### src/rtl/image_scan_ctrl.sv
// image_scan_ctrl
//   Walks one image frame in raster order. For each pixel it issues a
//   single-cycle read request with the linear coordinate index. It then waits
//   for the image container's data strobe and presents the captured pixel
//   and its (x,y) position downstream over a valid/ready handshake. Only one
//   read is outstanding at a time. A missing strobe raises a sticky timeout
//   error and abandons the frame.
//
// Optional feature macro: FRAME_CHECKSUM_EN
//   When defined, the o_checksum port is added. It carries the mod-2^16 sum
//   of every pixel transferred in the current frame.
//
// Ports
//   clk                 in   system clock, rising edge
//   reset               in   synchronous reset, active low
//   start               in   pulse, begins a frame scan (only honoured in IDLE)
//   abort               in   pulse, drops the current frame and returns to IDLE
//   o_enable            out  one-cycle read request to the image container
//   o_coordinate_index  out  linear pixel index, valid with o_enable
//   i_pixel             in   pixel data from the container
//   i_pixel_strobe      in   container data-valid pulse
//   o_pixel             out  captured pixel
//   o_x / o_y           out  column / row of o_pixel
//   o_pixel_valid       out  o_pixel/o_x/o_y valid, held until accepted
//   i_ready             in   downstream accept
//   o_end_of_row        out  qualifies o_pixel_valid: last column
//   o_end_of_frame      out  qualifies o_pixel_valid: last pixel of frame
//   o_busy              out  high in every state except IDLE
//   o_error             out  sticky timeout flag, cleared by reset or start
//   o_checksum          out  (FRAME_CHECKSUM_EN only) running pixel sum
//
// state   | meaning
// IDLE    | no frame in progress
// ISSUE   | o_enable high for one cycle with current index
// WAIT    | read outstanding, timer running, waiting for strobe
// PRESENT | pixel valid downstream, waiting for i_ready
// DONE    | one-cycle frame completion, then IDLE
module image_scan_ctrl #(
  parameter int DATA_WIDTH_8   = 8,
  parameter int DATA_WIDTH_16  = 16,
  parameter int IMAGE_WIDTH    = 200,
  parameter int IMAGE_HEIGHT   = 150,
  parameter int TIMEOUT_CYCLES = 8
) (
  input  logic                     clk,
  input  logic                     reset,
  input  logic                     start,
  input  logic                     abort,
  output logic                     o_enable,
  output logic [DATA_WIDTH_16-1:0] o_coordinate_index,
  input  logic [DATA_WIDTH_8-1:0]  i_pixel,
  input  logic                     i_pixel_strobe,
  output logic [DATA_WIDTH_8-1:0]  o_pixel,
  output logic [DATA_WIDTH_16-1:0] o_x,
  output logic [DATA_WIDTH_16-1:0] o_y,
  output logic                     o_pixel_valid,
  input  logic                     i_ready,
  output logic                     o_end_of_row,
  output logic                     o_end_of_frame,
  output logic                     o_busy,
  output logic                     o_error
`ifdef FRAME_CHECKSUM_EN
  ,
  output logic [15:0]              o_checksum
`endif
);

  localparam int TIMER_W = $clog2(TIMEOUT_CYCLES + 1);
  localparam logic [DATA_WIDTH_16-1:0] X_LAST   = DATA_WIDTH_16'(IMAGE_WIDTH - 1);
  localparam logic [DATA_WIDTH_16-1:0] Y_LAST   = DATA_WIDTH_16'(IMAGE_HEIGHT - 1);
  localparam logic [DATA_WIDTH_16-1:0] ONE_16   = DATA_WIDTH_16'(1);
  localparam logic [TIMER_W-1:0]       TIMER_ONE = TIMER_W'(1);
  localparam logic [TIMER_W-1:0]       TIMER_TC  = TIMER_W'(TIMEOUT_CYCLES);

  typedef enum logic [2:0] {
    S_IDLE    = 3'd0,
    S_ISSUE   = 3'd1,
    S_WAIT    = 3'd2,
    S_PRESENT = 3'd3,
    S_DONE    = 3'd4
  } state_t;

  state_t state, state_nxt;

  logic [DATA_WIDTH_16-1:0] x_cnt, y_cnt, idx;
  logic [TIMER_W-1:0]       timer;
  logic [DATA_WIDTH_8-1:0]  pixel_q;
  logic [DATA_WIDTH_16-1:0] x_q, y_q;
  logic                     error;

  logic last_pixel;
  logic transfer;
  logic timer_tc;

  assign last_pixel = (x_q == X_LAST) && (y_q == Y_LAST);
  assign transfer   = (state == S_PRESENT) && i_ready;
  assign timer_tc   = (timer == TIMER_TC);

  always_ff @(posedge clk) begin
    if (!reset) state <= S_IDLE;
    else        state <= state_nxt;
  end

  always_comb begin
    state_nxt = state;
    if (abort) begin
      state_nxt = S_IDLE;
    end else begin
      case (state)
        S_IDLE:    if (start) state_nxt = S_ISSUE;
        S_ISSUE:   state_nxt = S_WAIT;
        // A strobe landing on the terminal timer cycle still counts as a hit.
        S_WAIT: begin
          if (i_pixel_strobe) state_nxt = S_PRESENT;
          else if (timer_tc)  state_nxt = S_IDLE;
        end
        S_PRESENT: if (i_ready) state_nxt = last_pixel ? S_DONE : S_ISSUE;
        S_DONE:    state_nxt = S_IDLE;
        default:   state_nxt = S_IDLE;
      endcase
    end
  end

  always_comb begin
    o_enable       = (state == S_ISSUE);
    o_pixel_valid  = (state == S_PRESENT);
    o_busy         = (state != S_IDLE);
    o_end_of_row   = (state == S_PRESENT) && (x_q == X_LAST);
    o_end_of_frame = (state == S_PRESENT) && last_pixel;
  end

  // The index is advanced together with x/y, so it always equals y*W + x
  // without needing a multiplier.
  always_ff @(posedge clk) begin
    if (!reset) begin
      x_cnt   <= '0;
      y_cnt   <= '0;
      idx     <= '0;
      timer   <= '0;
      pixel_q <= '0;
      x_q     <= '0;
      y_q     <= '0;
      error   <= 1'b0;
    end else if (abort) begin
      x_cnt   <= '0;
      y_cnt   <= '0;
      idx     <= '0;
      timer   <= '0;
      pixel_q <= '0;
      x_q     <= '0;
      y_q     <= '0;
    end else begin
      case (state)
        S_IDLE: begin
          if (start) begin
            error <= 1'b0;
            x_cnt <= '0;
            y_cnt <= '0;
            idx   <= '0;
          end
        end
        S_ISSUE: timer <= TIMER_ONE;
        S_WAIT: begin
          if (i_pixel_strobe) begin
            pixel_q <= i_pixel;
            x_q     <= x_cnt;
            y_q     <= y_cnt;
          end else if (timer_tc) begin
            error <= 1'b1;
          end else begin
            timer <= timer + TIMER_ONE;
          end
        end
        S_PRESENT: begin
          if (i_ready && !last_pixel) begin
            idx <= idx + ONE_16;
            if (x_cnt == X_LAST) begin
              x_cnt <= '0;
              y_cnt <= y_cnt + ONE_16;
            end else begin
              x_cnt <= x_cnt + ONE_16;
            end
          end
        end
        default: ;
      endcase
    end
  end

  assign o_coordinate_index = idx;
  assign o_pixel            = pixel_q;
  assign o_x                = x_q;
  assign o_y                = y_q;
  assign o_error            = error;

`ifdef FRAME_CHECKSUM_EN
  logic [15:0] checksum;

  // The sum holds after DONE so the final value stays readable until the next start.
  always_ff @(posedge clk) begin
    if (!reset)                          checksum <= '0;
    else if (abort)                      checksum <= '0;
    else if (state == S_IDLE && start)   checksum <= '0;
    else if (transfer)                   checksum <= checksum + 16'(pixel_q);
  end

  assign o_checksum = checksum;
`else
  logic unused_transfer;
  assign unused_transfer = transfer;
`endif

endmodule
### config.mk
export PLATFORM = sky130hd
export DESIGN_NAME = image_scan_ctrl
export DESIGN_NICKNAME = d
export VERILOG_FILES = /design/src/rtl/image_scan_ctrl.sv
export SDC_FILE = /design/constraint.sdc
export NUM_CORES = 1
export LEC_CHECK = 0
export ABC_AREA = 1
export CAP_MARGIN = 20
export CORE_MARGIN = 8
export CORE_UTILIZATION = 49
export CTS_BUF_LIST = sky130_fd_sc_hd__clkbuf_2
export CTS_CLUSTER_SIZE = 10
export DETAILED_ROUTE_END_ITERATION = 10
export HOLD_SLACK_MARGIN = 0.02
export PLACE_DENSITY = 0.76
export SLEW_MARGIN = 20
export SYNTH_ARGS = -nofsm -noshare
export SYNTH_HDL_FRONTEND = slang
export SYNTH_SLANG_ARGS = --single-unit
export TNS_END_PERCENT = 30
### constraint.sdc
create_clock -name clk -period 1.5 [get_ports clk]
set_input_delay 0.225 -clock clk [delete_from_list [all_inputs] [get_ports clk]]
set_output_delay 0.225 -clock clk [all_outputs]
set_load 0.02 [all_outputs]
==> out/metrics.cfg, run 1 <==
[cts]
clk_path_buf_depth = 2
clk_pin_slew_ns = 0.29
h-tree-depth = 3
cts.root.buffer_cell = clkbuf_2
clk_latency_ns = 0.60
cts_tree = yes
cts.sinks = 96
numCtsBuffers = 9

[drt]
first_pass_iters = 5
avgRoutedWirePerCell_um = 15.7
drtIter0Drc = 514
routed_via_density = 5.36
via_count = 5992
ant_nets = 0
drc = 0
wl_um = 17500

[sta]
post-route-min-period_ns = 2.10
slew_viol_final = 0
slew-limit-headroom_pct = 75.3
hold_viol = 0
clock_skew_ns = 0.0291
rsz0062_at_grt = yes
timing.setup.tns_ns = -19.33
period_share_pct = 140
fmax_mhz = 476
setup_viol = 63
postLayoutSetupSlackWorst_ns = -0.602
worst_pin_slew_ns = 0.371

[run_status]
status = finished with violations
violations = negative setup slack

[logic_synthesis]
synthFlopType = dfxtp_1
synth_area_per_cell_um2 = 6.56
synth_edf_count = 0
synthArstFlopShare_pct = 0
synth_warnings = 0
ys_ff_latch = 96
syn_area_um2 = 5050
syn_nets = 789
postSynthCellCount = 770
synth.distinct_cells = 35
synth_seq_area_share_pct = 38.0

[placement]
place_area_um2 = 6730
dp_hpwl_um = 10900
dp_cells = 1060
io_buffers = 75
routabilityCongestion = 0.882

[final_layout]
final_common_cell = nand2_1
fin_cells = 1118
diodes = 0
fin_area_um2 = 7630
final_cell_mix = 175 x nand2_1, 125 x nor2_1, 94 x buf_4
area.growth.synth_to_final_pct = 51.1
drive_gt1_share_pct = 35.9
fin_nets = 996

[setup_path]
cp-end-kind = output port
path_class = flop to output port
cp.arrival_ns = 1.88
cp.required_ns = 1.27
critPathLaunch = o_x[1]$_SDFFE_PP0P_
cp_max_fo = 2
reg2reg_from = o_x[13]$_SDFFE_PP0P_
cp-start-kind = flop

[global_routing]
overflow = 0
antenna_found_initial = 0
grt_max_degree = 60
first_global_vias = 5555
grt_pass1_wl_um = 26600
grt_usage_pct = 22.7

[pwr]
power.density_nw_per_um2 = 627
ir_drop_mv = 0.460
leakagePower_uw = 0.00327
power_uw = 4790

[die]
die_h_um = 118
core_area_um2 = 10200
die-area_um2 = 13800
die_width_um = 118
rows = 37
boundaryPins = 76
initial_core_util_pct = 49.6

[hold_path]
min_from = reset
hold_path_class = input port to flop

[job]
maxCapViolations = 0

## synthesized netlist by cell type (all sizes together), types with 2 or more instances
| cell type | count | area [µm²] |
|---|---|---|
| ha | 5 | 62.6 |
| o21ai | 61 | 305 |
| o21bai | 2 | 15.0 |
| nor3 | 15 | 80.1 |
| xnor2 | 2 | 17.5 |
| nor4 | 2 | 12.5 |
| nand3b | 3 | 22.5 |
| clkbuf | 16 | 70.1 |
| dfxtp | 96 | 1920 |
| nand2 | 191 | 752 |
| nor2 | 137 | 532 |
| xor2 | 10 | 87.6 |
| and3 | 2 | 12.5 |
| inv | 75 | 284 |
| nand3 | 46 | 255 |
| nand4 | 18 | 113 |
| or2 | 2 | 12.5 |
| a21oi | 66 | 330 |
| clkinv | 2 | 12.5 |
| buf | 16 | 129 |
## state kept, by name, summed over array words and instances, names as in the netlist
name and count:
o_error 1, o_coordinate_index 16, o_y 16, x_cnt 16, state 3, o_pixel 8, o_x 16, y_cnt 16
timer 4
## layer usage
layer	GRT usage (%)	share of wire, %
met1	26.2	39
met2	40.8	50
met3	4.27	6.8
met4	8.57	4.2
met5	0	0
## area by class of cell
class	instances	area, µm²
Multi-Input combinational cell	567	2880
Fill cell	720	2550
Timing Repair Buffer	226	2110
Sequential cell	96	2020
Inverter	77	307
Tap cell	136	170
Clock inverter	6	91.3
Clock buffer	10	50.0
## final timing paths
check,endpoint,slack (ns),depth (start not counted)
max reg2reg,y_cnt[9]$_SDFFE_PP0P_,-0.40,13
min,o_error$_SDFFE_PN0P_,0.16,3
min reg2reg,o_error$_SDFFE_PN0P_,0.51,2
max,o_end_of_frame,-0.60,9
## kinds of logic after synthesis
family / count (synthesis) / synth area share, %
AO/OA/AOI/OAI: 131 / 13.2
XOR/XNOR: 12 / 2.08
buffers and inverters: 110 / 9.98
flip-flops: 96 / 38.0
AND/OR/NAND/NOR: 416 / 35.5
adder cells (fa/ha/maj): 5 / 1.24
## worst max-delay path, cell delays in order (launching register included)
cell and delay, ns:
dfxtp_2 0.41, nand2_1 0.07, inv_1 0.08, nand2_1 0.06, nor2_2 0.14, nand2_2 0.09
nor2_4 0.16, nand2_4 0.09, inv_2 0.06, buf_6 0.10
## power by group
group	switching (µW)	total (µW)	internal [µW]
Combinational	377	674	297
Clock	957	1530	572
Sequential	16.5	2590	2570
Total	1350	4790	3440
## per-stage QoR
stage / util [%] / hold WS, ns / setup slack (ns)
finish: 74.9 / 0.159 / -0.602
global placement: 66.0 / 0.469 / -0.677
CTS: 70.2 / 0.120 / -0.550
floorplan: - / 0.345 / -0.0576
detailed placement: 66.0 / 0.488 / -0.746
global route: 74.9 / 0.0953 / -0.710
## repair_timing
action	4_1_cts	5_1_grt
gates resized for setup	374	131
endpoints found under the setup margin	117	134
cloned	3	0
hold buffers	0	0
setup buffers	21	23
pin swaps	7	10
Power figures use the tool's default switching activity.
==> run 2: changes to the inputs <==
CORE_MARGIN = not set   (was 8)
==> run 2 against run 1 <==
Net effect:
- the run still ends with negative setup slack left
- global-route usage up 6.2 points
- die area shrank 22%
- non-clock buffer count increased by 1
- sequential share of layout area is 0.36 points higher
- sequential power about the same
- combinational power about the same
- hold slack worse by 0.019 ns
- critical path depth is 1 lower
- count of clock-buffer cells in the layout is 1 lower
- design area is 1.4% lower
- clock skew fell by 0.0038 ns
==> out/metrics.cfg, run 2 (synthesized netlist as in run 1, its figures left out) <==
[run_status]
status = finished with violations
violations = negative setup slack

[pwr]
ir_drop_mv = 0.666
power.density_nw_per_um2 = 637
power_uw = 4790
leakagePower_uw = 0.00327

[final_layout]
area.growth.synth_to_final_pct = 48.9
drive_gt1_share_pct = 35.5
diodes = 0
post-route-util_pct = 76.3
fin_cells = 1116
final_common_cell = nand2_1
fin_nets = 997
final_cell_mix = 177 x nand2_1, 124 x nor2_1, 107 x buf_4

[sta]
clock_skew_ns = 0.0253
slew-limit-headroom_pct = 69.7
hold_slack_ns = 0.140
hold_viol = 0
post-route-min-period_ns = 2.10
slew_viol_final = 0
postLayoutSetupSlackWorst_ns = -0.605
period_share_pct = 140
fmax_mhz = 475
rsz0062_at_grt = yes
setup_viol = 57
worst_pin_slew_ns = 0.450

[cts]
h-tree-depth = 3
clk_latency_ns = 0.62
numCtsBuffers = 9
clk_pin_slew_ns = 0.29
cts.root.buffer_cell = clkbuf_2
clk_path_buf_depth = 2
cts_tree = yes
cts.sinks = 96

[global_routing]
overflow = 0
grtUsageMet3_pct = 4.53
use_met1_pct = 34.0
grt_usage_pct = 29.0
grt_max_degree = 37
antenna_found_initial = 0
grt_use_met2_pct = 51.8
grt-busiest-layer = met2
grt_pass1_wl_um = 25200
first_global_vias = 5511

[placement]
dp_cells = 1077
pre_cts_slack_ns = -0.381
dp_hpwl_um = 11300
io_buffers = 75
routabilityCongestion = 0.895

[drt]
routed_via_density = 5.35
ant_nets = 0
via_count = 5971
drtIter0Drc = 399
avgRoutedWirePerCell_um = 15.2
first_pass_iters = 5
wl_um = 17000
drc = 0

[die]
initial_core_util_pct = 51.2
die_h_um = 104
die_width_um = 104
rows = 36
boundaryPins = 76
die-area_um2 = 10700
core_area_um2 = 9860

[job]
maxCapViolations = 0

[setup_path]
critPathLaunch = o_x[7]$_SDFFE_PP0P_
path_class = flop to output port
cp_max_fo = 2
reg2reg_from = o_x[7]$_SDFFE_PP0P_
cp-end-kind = output port
r2r_setup_slack_ns = -0.37
r2r_cells = 12
crit_end = o_end_of_row
cp.required_ns = 1.27
cp.arrival_ns = 1.88
cp-start-kind = flop
r2r_end = y_cnt[3]$_SDFFE_PP0P_

[hold_path]
hold_depth = 3
hold_path_class = input port to flop

## run 2: metrics by stage
step	setup TNS [ns]	area (µm²)
after floorplan	-0.0970	5090
after global placement	-12.28	6850
after detailed placement	-15.27	6850
after CTS	-11.19	7160
after global routing	-23.50	7520
final	-14.83	7520
## run 2: routing by layer
layer	up-vias	wire [µm]
li1	2910	-
met1	2750	6700
met2	243	8530
met3	68	1020
met4	0	728
met5	-	0
## run 2: worst min-delay path by stage
stage / endpoint / from / slack, ns
final: o_pixel[4]$_SDFFE_PP0P_ / i_pixel[4] / 0.14
after global routing: o_error$_SDFFE_PN0P_ / reset / 0.10
after CTS: o_pixel[1]$_SDFFE_PP0P_ / i_pixel[1] / 0.11
after detailed placement: o_coordinate_index[0]$_SDFFE_PP0P_ / o_coordinate_index[0]$_SDFFE_PP0P_ / 0.48
after global placement: y_cnt[13]$_SDFFE_PP0P_ / y_cnt[13]$_SDFFE_PP0P_ / 0.46
after floorplan: o_error$_SDFFE_PN0P_ / reset / 0.35
## run 2: worst max-delay path, stage by stage (launching register included)
cell     delay, ns
dfxtp_2       0.41
nand2_1       0.06
inv_1         0.04
nand2_1       0.08
nor2_2        0.16
nand2_2       0.09
nor2_4        0.20
buf_6         0.12
buf_6         0.10
## run 2: repair_timing
item,4_1_cts,5_1_grt
pin swaps,5,9
endpoints found under the hold margin,0,0
cloned,0,6
endpoints found under the setup margin,137,128
resized for setup,382,77
buffers inserted,14,8
hold buffers,0,0
## run 2: area by class of cell
type	count	area, µm²
Multi-Input combinational cell	567	2860
Inverter	77	304
Timing Repair Buffer	227	2040
Sequential cell	96	2020
Clock buffer	9	45.0
Clock inverter	7	98.8
Tap cell	133	166
Fill cell	732	2340
## run 2: power by group
group | switching, µW | total (µW) | internal, µW | leakage, µW
clock | 968 | 1540 | 573 | 0.0000853
combinational | 377 | 671 | 294 | 0.00238
sequential | 14.6 | 2580 | 2570 | 0.000808
total | 1360 | 4790 | 3440 | 0.00327
